**src/rtl/instruction_fetcher.sv**
```systemverilog
// Instruction fetcher: reads opcodes from a combinational instruction
// memory and hands them to a consumer over a valid/ready handshake.
module instruction_fetcher #(
  parameter logic [7:0] END_OF_PROGRAM = 8'hFF
) (
  input  logic       clk,
  input  logic       reset,
  input  logic       start,
  output logic [7:0] mem_address,
  output logic       mem_enable,
  input  logic [7:0] mem_data,
  output logic [7:0] instr,
  output logic       instr_valid,
  input  logic       instr_ready,
  output logic       busy,
  output logic       done,
  output logic       overflow
);

  typedef enum logic [1:0] {
    IDLE,
    FETCH,
    HOLD,
    DONE
  } state_t;

  state_t     state;
  state_t     state_nx;
  logic [7:0] pc;
  logic [7:0] pc_nx;
  logic [7:0] instr_nx;
  logic       ovf_nx;
  logic       last;

  assign last = (pc == 8'hFF);

  always_ff @(posedge clk or posedge reset) begin
    if (reset) begin
      state    <= IDLE;
      pc       <= 8'h00;
      instr    <= 8'h00;
      overflow <= 1'b0;
    end else begin
      state    <= state_nx;
      pc       <= pc_nx;
      instr    <= instr_nx;
      overflow <= ovf_nx;
    end
  end

  always_comb begin
    state_nx = state;
    pc_nx    = pc;
    instr_nx = instr;
    ovf_nx   = overflow;
    unique case (state)
      IDLE: begin
        if (start) begin
          pc_nx    = 8'h00;
          ovf_nx   = 1'b0;
          state_nx = FETCH;
        end
      end
      FETCH: begin
        if (mem_data == END_OF_PROGRAM) begin
          state_nx = DONE;
        end else begin
          instr_nx = mem_data;
          state_nx = HOLD;
        end
      end
      HOLD: begin
        // pc saturates at the top address; running off the end is an overflow
        unique case (1'b1)
          !instr_ready: state_nx = HOLD;
          last: begin
            ovf_nx   = 1'b1;
            state_nx = DONE;
          end
          default: begin
            pc_nx    = pc + 8'd1;
            state_nx = FETCH;
          end
        endcase
      end
      DONE: state_nx = IDLE;
      default: state_nx = IDLE;
    endcase
  end

  assign mem_address = pc;
  assign mem_enable  = (state == FETCH);
  assign instr_valid = (state == HOLD);
  assign busy        = (state != IDLE);
  assign done        = (state == DONE);

endmodule
```
**config.mk**
```make
export PLATFORM = sky130hd
export DESIGN_NAME = instruction_fetcher
export DESIGN_NICKNAME = d
export VERILOG_FILES = /design/src/rtl/instruction_fetcher.sv
export SDC_FILE = /design/constraint.sdc
export NUM_CORES = 1
export LEC_CHECK = 0
export BUFFER_PORTS_ARGS = -buffer_cell sky130_fd_sc_hd__buf_2
export CAP_MARGIN = 20
export CORE_MARGIN = 5
export CORE_UTILIZATION = 49
export DETAILED_ROUTE_END_ITERATION = 12
export GPL_ROUTABILITY_DRIVEN = 0
export PLACE_DENSITY = 0.78
export SYNTH_ARGS = -nofsm -noshare
export SYNTH_HDL_FRONTEND = slang
export SYNTH_SLANG_ARGS = --single-unit
export TNS_END_PERCENT = 1
```
**constraint.sdc**
```tcl
create_clock -name clk -period 2.13 [get_ports clk]
set_input_delay 0.213 -clock clk [delete_from_list [all_inputs] [get_ports clk]]
set_output_delay 0.213 -clock clk [all_outputs]
set_load 0.01 [all_outputs]
```
; Word level (Yosys, flattened, before mapping)
; Cells that the tools add are included.
; W data, S select, Z words.
[word_totals]
register_bits = 19
in_bits = 12
output_inout_bits = 21
word_cells = 32
[op_classes]
addsub = 1
eq_ne = 8
muxes = 10
n_bitwise = 1
reduce_logical = 8
[ops]
columns = cell, n
row1 = $eq A8 B8 Y1 const B, 2
row2 = $mux W8, 2
row3 = $pmux W8 S2, 1
row4 = $add A8 B1 Y8 const B, 1
row5 = $pmux W2 S4, 1
row6 = $reduce_and A3 Y1, 2
row7 = $eq A2 B2 Y1 const B, 2
row8 = $ne A2 B2 Y1 const B, 2
row9 = $pmux W2 S2, 1
row10 = $reduce_bool A2 Y1, 2
row11 = $mux W1, 3
row12 = $eq A2 B1 Y1 const B, 1
row13 = $logic_not A2 Y1, 1
row14 = $mux W2, 1
row15 = $ne A2 B1 Y1 const B, 1
row16 = $pmux W1 S2, 1
row17 = $reduce_and A2 Y1, 1
row18 = $reduce_or A2 Y1, 1
row19 = $logic_not A1 Y1, 1
row20 = $not A1 Y1, 1

; Longest topological paths before layout
; Gate-level depths: netlist of the first run.
[logic_depth]
word_depth = 4
ltp_mapped = 5
depth_no_buf = 5

; Least setup slack after synthesis of the first run
; No wires, ideal clock.
[synth_path]
path_type = register to register
from = register pc[1], in the netlist mem_address[1]
to = register pc[4], in the netlist mem_address[4]
setup_ps = 139
arrival_time_ps = 1418
required_ps = 1991
path_slack_ps = 573
path_stages_with_launch = 6
path_buffers = 0
period_less_slack_ps = 1557
path_cell_list = dfrtp_1 ha_1 nand3_1 o211a_4 a41oi_1 a31oi_1
[synth_via]
elab_chain_cells = 4
word_cells_on_any_way = 7
cone_classes = add/sub (1) / eq/ne (2) / mux (2) / reduce/logical (2)
[synth_lines]
columns = item, line_no
row1 = "start, declared", 29  ; logic [7:0] pc;
row2 = "start signal, assigned", 45  ; pc <= pc_nx;
row3 = "parallel branches: the longest is 4 deep, another holds $add A8 B1 Y8", -
; Parallel ways; which one is timed is not known. The select of a mux whose other input is x is not followed.
; A chain may end at the register's enable or synchronous reset.

; Worst setup path in the final report of the first run
[layout_path]
from = register pc[1], in the netlist mem_address[1]
to = register pc[3], in the netlist mem_address[3]
; The elaborated chain is that of the path after synthesis.

==> results of run 1 <==
## per-layer routing
layer | track usage | wire length, um | share of wire | up-vias
met5 | 0 | 0 | 0 | -
met4 | 0.0799 | 15 | 0.0071 | 0
met3 | 0.0350 | 111 | 0.053 | 2
met2 | 0.216 | 956 | 0.45 | 24
li1 | - | - | - | 395
met1 | 0.180 | 1030 | 0.49 | 371
## power by group through the flow
stage | combinational (W) | sequential [W] | clock [W]
final | 0.000685 | 0.000600 | 0.000175
after global routing | 0.000745 | 0.000616 | 0.000195
after CTS | 0.000695 | 0.000600 | 0.000186
after detailed placement | 0.000688 | 0.000607 | 0
after global placement | 0.000687 | 0.000597 | 0
after floorplan | 0.000443 | 0.000644 | 0
## kinds of logic after synthesis
family,after synthesis,share of synthesized area
muxes,8,0.114
DFF,19,0.471
AOI/OAI and AO/OA,21,0.181
and+or+nand+nor,33,0.196
adders and majority gates,1,0.0124
buffers and inverters,5,0.0260
## worst reg2reg max path, delay by kind of cell (launching register included)
kind / cells / cell delay, ns
AND/OR/NAND/NOR: 1 / 0.22
adder cells (fa/ha/maj): 1 / 0.29
AO/OA/AOI/OAI: 3 / 0.65
flip-flops: 1 / 0.43
## sequential cells by signal, indices dropped and copies added (netlist names)
signal       cells
instr            8
overflow         1
mem_address      8
state            2
## metrics by stage
| step | setup WS, ns | total power [W] | std cells |
|---|---|---|---|
| CTS | 0.451 | 0.00148 | 149 |
| global placement | 0.542 | 0.00128 | 145 |
| detailed placement | 0.480 | 0.00130 | 145 |
| global route | 0.291 | 0.00156 | 149 |
| finish | 0.464 | 0.00146 | 149 |
| floorplan | 0.573 | 0.00109 | 87 |
## final cells by class
type                       count  area (um^2)
fill                         194          743
multi-input combinational     63          508
sequential                    19          475
timing repair buffer          32          160
tap                           27         33.8
clock buffer                   4         26.3
inverter                       4         15.0
## worst min path at each step
stage               cells past startpoint  slack [ns]              to
global placement                        2        0.36        instr[3]
global route                            2        0.09  mem_address[4]
CTS                                     2        0.04        instr[5]
finish                                  2        0.02        instr[5]
detailed placement                      2        0.36        instr[3]
floorplan                               1        0.16        instr[0]
## cells in the final DEF, fill, tap and decap left out, drive strengths merged
master and instances:
nor2 4, o32ai 1, and3 2, o211ai 2, mux2 7, buf 32
a21oi 4, nand4 3, clkbuf 4, o21ai 6, a2bb2oi 1, mux2i 1
or2 1, nand3b 1, a31oi 4, a21boi 1, nor2b 1, dfrtp 19
nand3 8, a41oi 1, inv 4, ha 1, nand2 7, and2 1
nand2b 4, o211a 1, or3 1
==> summary.txt, run 1 <==
CTS
  – Postcts setup bufs: 0
  – Maximum clock path buffer count: 2
  – Worst-Skew Late Latency: 0.29 ns
  – CTS Sinks: 19
  – CTS Root Cell: clkbuf_4
  – CTS tree: built
  – TritonCTS buffer count: 3
  – Htree depth: 1
  – CTS Hold Buffers Added: 0
  – CTS resizes: 0
  – Clk slew on worst S/H paths: 0.10 ns

Routing
  – Vias: 792
  – Avg WL per Cell: 14.2 um
  – Vias/cell: 5.32
  – Residual antenna-violating net count after detailed routing: 0
  – DRC: 0
  – Detailed Routing Iterations Pass 1: 4
  – DRT iter0 DRCs: 20
  – Final Routed Wirelength: 2110 um

Synth
  – Area leader, netlist: dfrtp_1
  – Number of synthesized flops with an enable pin: 0
  – Syn. warnings: 0
  – Most common cell in the netlist: dfrtp_1
  – Mapped Nets: 100
  – Post-Syn Area: 1010 um^2
  – Flops & latches, synth: 19
  – Top_reg_cell synth: dfrtp_1
  – Mean Syn Cell Area: 11.6 um^2
  – Synth top area cells: dfrtp_1 (47%), mux2_4 (10%), nand3_1 (4.0%), o21ai_4 (3.2%), nand2_1 (2.6%)
  – Top-area cell type share of the netlist area: 0.471
  – Async S/R FF share, synth: 1.00
  – Commonest cells post-synth: dfrtp_1 (19), nand3_1 (8), mux2_4 (7), nand2_1 (7)
  – Seq/Total Area, Yosys: 0.471
  – Synth Instances: 87
  – Post-synth cell types: 32

Die
  – Die Height: 55.4 um
  – Chip Width: 55.4 um
  – Starting Density: 0.515
  – Num rows: 16
  – Die ar.: 3070 um^2
  – Core area: 1960 um^2
  – Boundary Pins: 33

Worst setup path
  – Cell family with the largest share of critical-path delay: compound AO/OA/AOI/OAI gates
  – Critical-path top delay cell: dfrtp_1
  – FF-to-FF End: mem_address[3]
  – Worst path max stage delay: 0.43 ns
  – Crit-path max FO: 7
  – Crit path DAT: 1.88 ns
  – Critical Path Stages: 5
  – Cells on worst reg2reg path: 5
  – Worst Setup End Kind: register
  – Setup crit start: mem_address[1]
  – RR Startpoint: mem_address[1]
  – Reg-to-reg slack, setup: 0.46 ns
  – WS Path Type: reg -> reg
  – Critical path buffers and inverters: 0
  – Worst setup path endpoint: mem_address[3]
  – Cell breakdown of the critical path: ha_1 > nand3_1 > o211ai_4 > o21ai_4 > a31oi_1
  – Worst setup SP type: register
  – Worst EP required: 2.34 ns

Timing
  – Final setup vio count: 0
  – Final Cycle Share: 0.782
  – Setup Skew: 0.00436 ns
  – Hold WS: 0.0212 ns
  – RSZ-0062 raised after global routing: no
  – TNS Setup: 0 ns
  – FMAX: 0.600 GHz
  – Slew headroom: 0.525
  – Final Hold Viols: 0
  – Crit path time final: 1.67 ns
  – Pins Over Slew Limit: 0
  – Actual slew at the worst max-slew pin: 0.711 ns

GRT
  – Pin count of the biggest net entering global routing: 20
  – Vias in the first global route: 780
  – GRT overflow: 0
  – First-pass GRT wire length: 3510 um
  – Gr usage total: 0.141
  – Antenna violations before repair: 0

Placement
  – Post-DP HPWL: 1610 um
  – IO buf count: 32
  – Placed cell area: 1190 um^2

Pwr
  – Clock share of power: 0.120
  – Pleak: 0.635 nW
  – Pint: 0.000903 W
  – Net Sw Frac: 0.382
  – Sequential Power Share: 0.411
  – NetSw: 0.000558 W
  – PwrDens: 1200 nW/um^2
  – IR drop worst, VDD: 480 uV
  – Part of the power in combinational logic: 0.469

Final layout
  – Layout cell share with drive strength beyond 1: 0.434
  – Util after Layout: 0.621
  – Fin area: 1220 um^2
  – Area Overhead vs Synth: 20.7%
  – Antenna cells: 0
  – NumNets Final: 136

Run
  – Max-cap viol count: 0

Outcome
  – Status: completed

Min path
  – Min-delay worst type: in -> async
Note: power is estimated with default switching activity, not from simulation.
==> inputs of run 2 (changes only) <==
--- a/config.mk
+++ b/config.mk
@@ -8,10 +8,10 @@
 export BUFFER_PORTS_ARGS = -buffer_cell sky130_fd_sc_hd__buf_2
 export CAP_MARGIN = 20
 export CORE_MARGIN = 5
-export CORE_UTILIZATION = 49
+export CORE_UTILIZATION = 44
 export DETAILED_ROUTE_END_ITERATION = 12
 export GPL_ROUTABILITY_DRIVEN = 0
-export PLACE_DENSITY = 0.78
+export PLACE_DENSITY = 0.74
 export SYNTH_ARGS = -nofsm -noshare
 export SYNTH_HDL_FRONTEND = slang
 export SYNTH_SLANG_ARGS = --single-unit
==> constraint.sdc (replaced) <==
create_clock -name clk -period 1.5 [get_ports clk]
set_input_delay 0.15 -clock clk [delete_from_list [all_inputs] [get_ports clk]]
set_output_delay 0.15 -clock clk [all_outputs]
set_load 0.01 [all_outputs]
==> run 2 against run 1 <==
Critical path depth shrank 1. Combinational power increased by 68%. Sequential power increased by 34%. Clock skew decreased by 0.0030 ns. Largest power group unchanged. Sequential share of layout area decreased by 2.5 points. Worst setup slack lost 0.38 ns. Sequential cell count did not move. Via count increased by 6.2%. Critical path type unchanged.
==> summary.txt, run 2 (synthesis results as in run 1) <==
Timing
  – Slew headroom: 0.754 (was 0.525)
  – FMAX: 0.708 GHz (was 0.600 GHz)
  – RSZ-0062 raised after global routing: no (unchanged)
  – Actual slew at the worst max-slew pin: 0.367 ns (was 0.711 ns)
  – Final setup vio count: 0 (unchanged)
  – Crit path time final: 1.41 ns (was 1.67 ns)
  – Final Hold Viols: 0 (unchanged)
  – Pins Over Slew Limit: 0 (unchanged)
  – Final Cycle Share: 0.942 (was 0.782)
  – TNS Setup: 0 ns (unchanged)
  – Setup Skew: 0.00133 ns (was 0.00436 ns)

Routing
  – DRC: 0 (unchanged)
  – Vias/cell: 5.26 (was 5.32)
  – Residual antenna-violating net count after detailed routing: 0 (unchanged)
  – Max Used Layer: met4 (unchanged)
  – Met3 WL post-DR: 183 um (was 111 um)
  – DRT iter0 DRCs: 18 (was 20)
  – WL met2: 1040 um (was 956 um)
  – Vias: 841 (was 792)
  – Final Routed Wirelength: 2280 um (was 2110 um)
  – Avg WL per Cell: 14.2 um (about the same)
  – DRT met1 WL: 1040 um (was 1030 um)
  – Detailed Routing Iterations Pass 1: 4 (unchanged)

Final layout
  – NumNets Final: 146 (was 136)
  – Layout cell share with drive strength beyond 1: 0.500 (was 0.434)
  – Commonest non-fill, non-tap cell in the layout: buf_2 (unchanged)
  – Area Overhead vs Synth: 29.5% (was 20.7%)
  – Non-Filler Instances: 160 (was 149)
  – Most frequent cells in the layout: buf_2 (32), dfrtp_1 (17), buf_4 (9) (was buf_2 (32), dfrtp_1 (19), nand3_1 (8))
  – Antenna cells: 0 (unchanged)
  – Fin area: 1310 um^2 (was 1220 um^2)
  – Layout fillers: 195 (was 194)

Min path
  – Min-delay worst type: in -> reg (was in -> async)
  – Hold Startpoint: mem_data[7]
  – WHS Endpoint: instr[7]
  – Hold Path Stages: 2

Placement
  – IO buf count: 32 (unchanged)
  – Placed cell area: 1270 um^2 (was 1190 um^2)
  – Placed Instances: 155 (was 145)
  – Post-DP HPWL: 1810 um (was 1610 um)

Worst setup path
  – FF-to-FF End: mem_address[5] (was mem_address[3])
  – WS Path Type: reg -> reg (unchanged)
  – Crit-path max FO: 7 (unchanged)
  – Worst EP required: 1.72 ns (was 2.34 ns)
  – Crit path DAT: 1.63 ns (was 1.88 ns)
  – Worst Setup End Kind: register (unchanged)
  – RR Startpoint: state[0] (was mem_address[1])
  – Worst setup SP type: register (unchanged)
  – Cells on worst reg2reg path: 4 (was 5)
  – Reg-to-reg slack, setup: 0.09 ns (was 0.46 ns)

GRT
  – GRT overflow: 0 (unchanged)
  – Antenna violations before repair: 0 (unchanged)
  – First-pass GRT wire length: 3790 um (was 3510 um)
  – Vias in the first global route: 838 (was 780)
  – Pin count of the biggest net entering global routing: 12 (was 20)
  – Gr usage total: 0.146 (was 0.141)

CTS
  – CTS Sinks: 19 (unchanged)
  – Maximum clock path buffer count: 2 (unchanged)
  – CTS tree: built (unchanged)
  – Postcts setup bufs: 0 (unchanged)
  – Htree depth: 1 (unchanged)
  – CTS Root Cell: clkbuf_4 (unchanged)
  – TritonCTS buffer count: 3 (unchanged)
  – Worst-Skew Late Latency: 0.28 ns (was 0.29 ns)
  – Clk slew on worst S/H paths: 0.10 ns (about the same)

Pwr
  – Pwr Total: 0.00220 W (was 0.00146 W)
  – Pint: 0.00137 W (was 0.000903 W)
  – Sequential Power Share: 0.366 (was 0.411)
  – PwrDens: 1680 nW/um^2 (was 1200 nW/um^2)
  – Clock share of power: 0.111 (was 0.120)
  – NetSw: 0.000827 W (was 0.000558 W)
  – Part of the power in combinational logic: 0.522 (was 0.469)
  – IR drop worst, VDD: 939 uV (was 480 uV)
  – Pleak: 0.681 nW (was 0.635 nW)
  – Net Sw Frac: 0.376 (was 0.382)

Die
  – Chip Width: 57.9 um (was 55.4 um)
  – Die ar.: 3350 um^2 (was 3070 um^2)
  – Num rows: 17 (was 16)
  – Core area: 2210 um^2 (was 1960 um^2)
  – Boundary Pins: 33 (unchanged)
  – Die Height: 57.9 um (was 55.4 um)
  – Starting Density: 0.456 (was 0.515)

Outcome
  – Status: completed (unchanged)

Run
  – Max-cap viol count: 0 (unchanged)
run 2: cell count changes in the layout (fill, tap and decap cells not counted), sizes merged:
cell         change
buf              +9
dlygate4sd3      +1
run 2: what timing repair did:
item / in CTS / in global routing
resized for setup: 0 / 1
hold buffers: 1 / 0
setup endpoints to repair: 0 / 5
hold endpoints to repair: 8 / 0
run 2: metrics by stage:
| step | util | worst slack [ns] | hold slack (ns) |
|---|---|---|---|
| after detailed placement | 0.572 | 0.0487 | 0.120 |
| after CTS | 0.589 | 0.0210 | 0.104 |
| after global placement | 0.572 | 0.0964 | 0.120 |
| final | 0.591 | 0.0869 | 0.113 |
| after floorplan | - | 0.0161 | 0.101 |
| after global routing | 0.591 | 0.00732 | 0.0927 |
run 2: cell type report:
cell class,instances,area (um^2),share of cell area
tap,28,35.0,0.0268
multi-input combinational,63,515,0.394
sequential,19,478,0.366
timing repair buffer,42,238,0.182
inverter,4,15.0,0.0115
clock buffer,4,26.3,0.0201
run 2: worst max path at each step:
stage	cells after the start	to	start
after global routing	4	mem_address[5]	state[0]
after detailed placement	5	mem_address[5]	mem_address[0]
after global placement	5	mem_address[5]	mem_address[0]
after floorplan	5	mem_address[4]	mem_address[0]
after CTS	5	mem_address[5]	mem_address[0]
final	4	mem_address[5]	state[0]
run 2: critical path, stage by stage, from the launching register on:
cell and delay [ns]:
dfrtp_1 0.48, nor2b_4 0.26, o211ai_4 0.15, or3_1 0.38
o211ai_2 0.08
run 2: routing by layer:
layer	track usage	vias up
li1	-	411
met2	0.250	25
met4	0.0596	0
met5	0	-
met1	0.181	403
met3	0.0267	2
run 2: power by group through the flow:
| stage | Clock, W | Combinational (W) | Sequential [W] |
|---|---|---|---|
| after global placement | 0 | 0.00113 | 0.000800 |
| after detailed placement | 0 | 0.00115 | 0.000818 |
| after CTS | 0.000255 | 0.00116 | 0.000807 |
| after global routing | 0.000280 | 0.00126 | 0.000829 |
| final | 0.000245 | 0.00115 | 0.000806 |
| after floorplan | 0 | 0.000631 | 0.000920 |
==> inputs of run 3 (changes only) <==
--- a/config.mk
+++ b/config.mk
@@ -8,10 +8,11 @@
 export BUFFER_PORTS_ARGS = -buffer_cell sky130_fd_sc_hd__buf_2
 export CAP_MARGIN = 20
 export CORE_MARGIN = 5
-export CORE_UTILIZATION = 44
+export CORE_UTILIZATION = 49
 export DETAILED_ROUTE_END_ITERATION = 12
 export GPL_ROUTABILITY_DRIVEN = 0
-export PLACE_DENSITY = 0.74
+export HOLD_SLACK_MARGIN = 0.15
+export PLACE_DENSITY = 0.78
 export SYNTH_ARGS = -nofsm -noshare
 export SYNTH_HDL_FRONTEND = slang
 export SYNTH_SLANG_ARGS = --single-unit
==> constraint.sdc (replaced) <==
create_clock -name clk -period 1.6 [get_ports clk]
set_input_delay 0.16 -clock clk [delete_from_list [all_inputs] [get_ports clk]]
set_output_delay 0.16 -clock clk [all_outputs]
set_load 0.01 [all_outputs]
==> run 3 against run 2 <==
Final area is 3.4% higher. Final cell count is 1.9% higher. Via count is 4.5% higher. Largest cell class unchanged. Highest routed layer unchanged.
==> summary.txt, run 3 (synthesis results as in run 1) <==
GRT
  – GRT overflow: 0 (unchanged)
  – Vias in the first global route: 926 (was 838)
  – Gr usage total: 0.170 (was 0.146)
  – Antenna violations before repair: 0 (unchanged)
  – Pin count of the biggest net entering global routing: 20 (was 12)
  – First-pass GRT wire length: 4240 um (was 3790 um)

CTS
  – Htree depth: 1 (unchanged)
  – Clk slew on worst S/H paths: 0.11 ns (was 0.10 ns)
  – CTS tree: built (unchanged)
  – CTS Root Cell: clkbuf_4 (unchanged)
  – CTS Sinks: 19 (unchanged)
  – Maximum clock path buffer count: 2 (unchanged)
  – Worst-Skew Late Latency: 0.29 ns (was 0.28 ns)
  – TritonCTS buffer count: 3 (unchanged)

Placement
  – IO buf count: 32 (unchanged)
  – Post-DP HPWL: 1730 um (was 1810 um)
  – Placed Instances: 150 (was 155)

Die
  – Starting Density: 0.515 (was 0.456)
  – Boundary Pins: 33 (unchanged)
  – Die ar.: 3070 um^2 (was 3350 um^2)
  – Num rows: 16 (was 17)
  – Core area: 1960 um^2 (was 2210 um^2)
  – Die Height: 55.4 um (was 57.9 um)
  – Chip Width: 55.4 um (was 57.9 um)

Outcome
  – Status: completed (unchanged)

Routing
  – Vias: 879 (was 841)
  – Residual antenna-violating net count after detailed routing: 0 (unchanged)
  – Final Routed Wirelength: 2370 um (was 2280 um)
  – Vias/cell: 5.39 (was 5.26)
  – Avg WL per Cell: 14.5 um (was 14.2 um)
  – DRC: 0 (unchanged)
  – DRT iter0 DRCs: 28 (was 18)
  – Detailed Routing Iterations Pass 1: 4 (unchanged)

Pwr
  – Clock share of power: 0.117 (was 0.111)
  – Part of the power in combinational logic: 0.500 (was 0.522)
  – IR drop worst, VDD: 780 uV (was 939 uV)
  – Pwr Total: 0.00204 W (was 0.00220 W)
  – Net Sw Frac: 0.384 (was 0.376)
  – Pleak: 0.701 nW (was 0.681 nW)
  – Pint: 0.00126 W (was 0.00137 W)
  – Sequential Power Share: 0.383 (was 0.366)
  – NetSw: 0.000785 W (was 0.000827 W)
  – PwrDens: 1510 nW/um^2 (was 1680 nW/um^2)

Timing
  – Pins Over Slew Limit: 0 (unchanged)
  – Actual slew at the worst max-slew pin: 0.357 ns (was 0.367 ns)
  – FMAX: 0.656 GHz
  – TNS Setup: 0 ns (unchanged)
  – Crit path time final: 1.52 ns
  – Slew headroom: 0.761 (was 0.754)
  – Setup Skew: 0.00107 ns (was 0.00133 ns)
  – Final Hold Viols: 0 (unchanged)
  – Final setup vio count: 0 (unchanged)
  – Final Cycle Share: 0.952
  – RSZ-0062 raised after global routing: no (unchanged)

Worst setup path
  – Worst path max stage delay: 0.52 ns (was 0.48 ns)
  – Crit-path max FO: 8 (was 7)
  – Cell breakdown of the critical path: dlygate4sd3_1 > buf_2 > nand4_1 > o21ai_4 > mux2_4 (was nor2b_4 > o211ai_4 > or3_1 > o211ai_2)
  – Worst setup SP type: input port (was register)
  – Crit path DAT: 1.71 ns (was 1.63 ns)
  – Critical-path top delay cell: dlygate4sd3_1 (was dfrtp_1)
  – Critical path buffers and inverters: 2 (was 0)
  – Cell family with the largest share of critical-path delay: buffers and inverters (was simple AND/OR/NAND/NOR gates)
  – Reg-to-reg slack, setup: 0.13 ns (was 0.09 ns)
  – Worst Setup End Kind: register (unchanged)
  – Worst EP required: 1.79 ns (was 1.72 ns)
  – WS Path Type: in -> reg (was reg -> reg)

Min path
  – Min-delay worst type: in -> reg (unchanged)

Final layout
  – Area Overhead vs Synth: 34.0% (was 29.5%)
  – NumNets Final: 150 (was 146)
  – Layout cell share with drive strength beyond 1: 0.441 (was 0.500)
  – Commonest non-fill, non-tap cell in the layout: buf_2 (unchanged)
  – Non-Filler Instances: 163 (was 160)
  – Most frequent cells in the layout: buf_2 (32), dfrtp_1 (19), dlygate4sd3_1 (9) (was buf_2 (32), dfrtp_1 (17), buf_4 (9))
  – Antenna cells: 0 (unchanged)

Run
  – Max-cap viol count: 0 (unchanged)
==> run 3: power groups by stage <==
stage	clock network (W)	registers (W)	logic [W]
6_report	0.000240	0.000782	0.00102
5_1_grt	0.000273	0.000809	0.00112
4_1_cts	0.000248	0.000783	0.00102
3_5_place_dp	0	0.000792	0.00100
3_3_place_gp	0	0.000775	0.000987
2_1_floorplan	0	0.000857	0.000589
==> run 3: metal layers <==
layer / vias to the layer above / track usage / part of all wire
met5: - / 0 / 0
met1: 416 / 0.209 / 0.44
met2: 37 / 0.285 / 0.48
li1: 422 / - / -
met4: 0 / 0.0625 / 0.012
met3: 4 / 0.0396 / 0.063
==> run 3: tightest hold or removal path, cell delays in order <==
cell and delay [ns]:
buf_2 0.14, o21ai_0 0.10, nand2b_1 0.07
==> run 3: final timing paths <==
| kind | startpoint | end | cells after the start |
|---|---|---|---|
| setup / recovery | mem_data[7] | instr[3] | 5 |
| min in group asynchronous | reset | instr[3] | 4 |
| hold / removal | instr_ready | state[0] | 3 |
| hold reg to reg | overflow | overflow | 2 |
| setup reg to reg | state[0] | mem_address[5] | 4 |
| max in group asynchronous | reset | state[1] | 4 |
==> run 3: layout make-up <==
class | count | area [um^2]
inverters | 4 | 15.0
fillers | 171 | 609
well taps | 27 | 33.8
flip-flops and latches | 19 | 475
multi-input cells | 63 | 513
repair buffers | 46 | 288
clock inverters | 1 | 5.00
clock buffers | 3 | 22.5
==> run 3: through the flow <==
step / instance area [um^2] / setup slack, ns / util / hold slack [ns]
6_report: 1350 / 0.0767 / 0.689 / 0.204
5_1_grt: 1350 / 0.00784 / 0.689 / 0.217
4_1_cts: 1350 / 0.0592 / 0.687 / 0.192
3_5_place_dp: 1230 / 0.115 / 0.627 / 0.196
3_3_place_gp: 1230 / 0.173 / 0.627 / 0.187
2_1_floorplan: 1010 / 0.0431 / - / 0.111
==> run 3: repair_timing <==
item                                    CTS  global route
buffers inserted                          0             0
resized for setup                         0             1
hold endpoints to repair                 27             0
endpoints found under the setup margin    0             2
hold buffers                              9             0
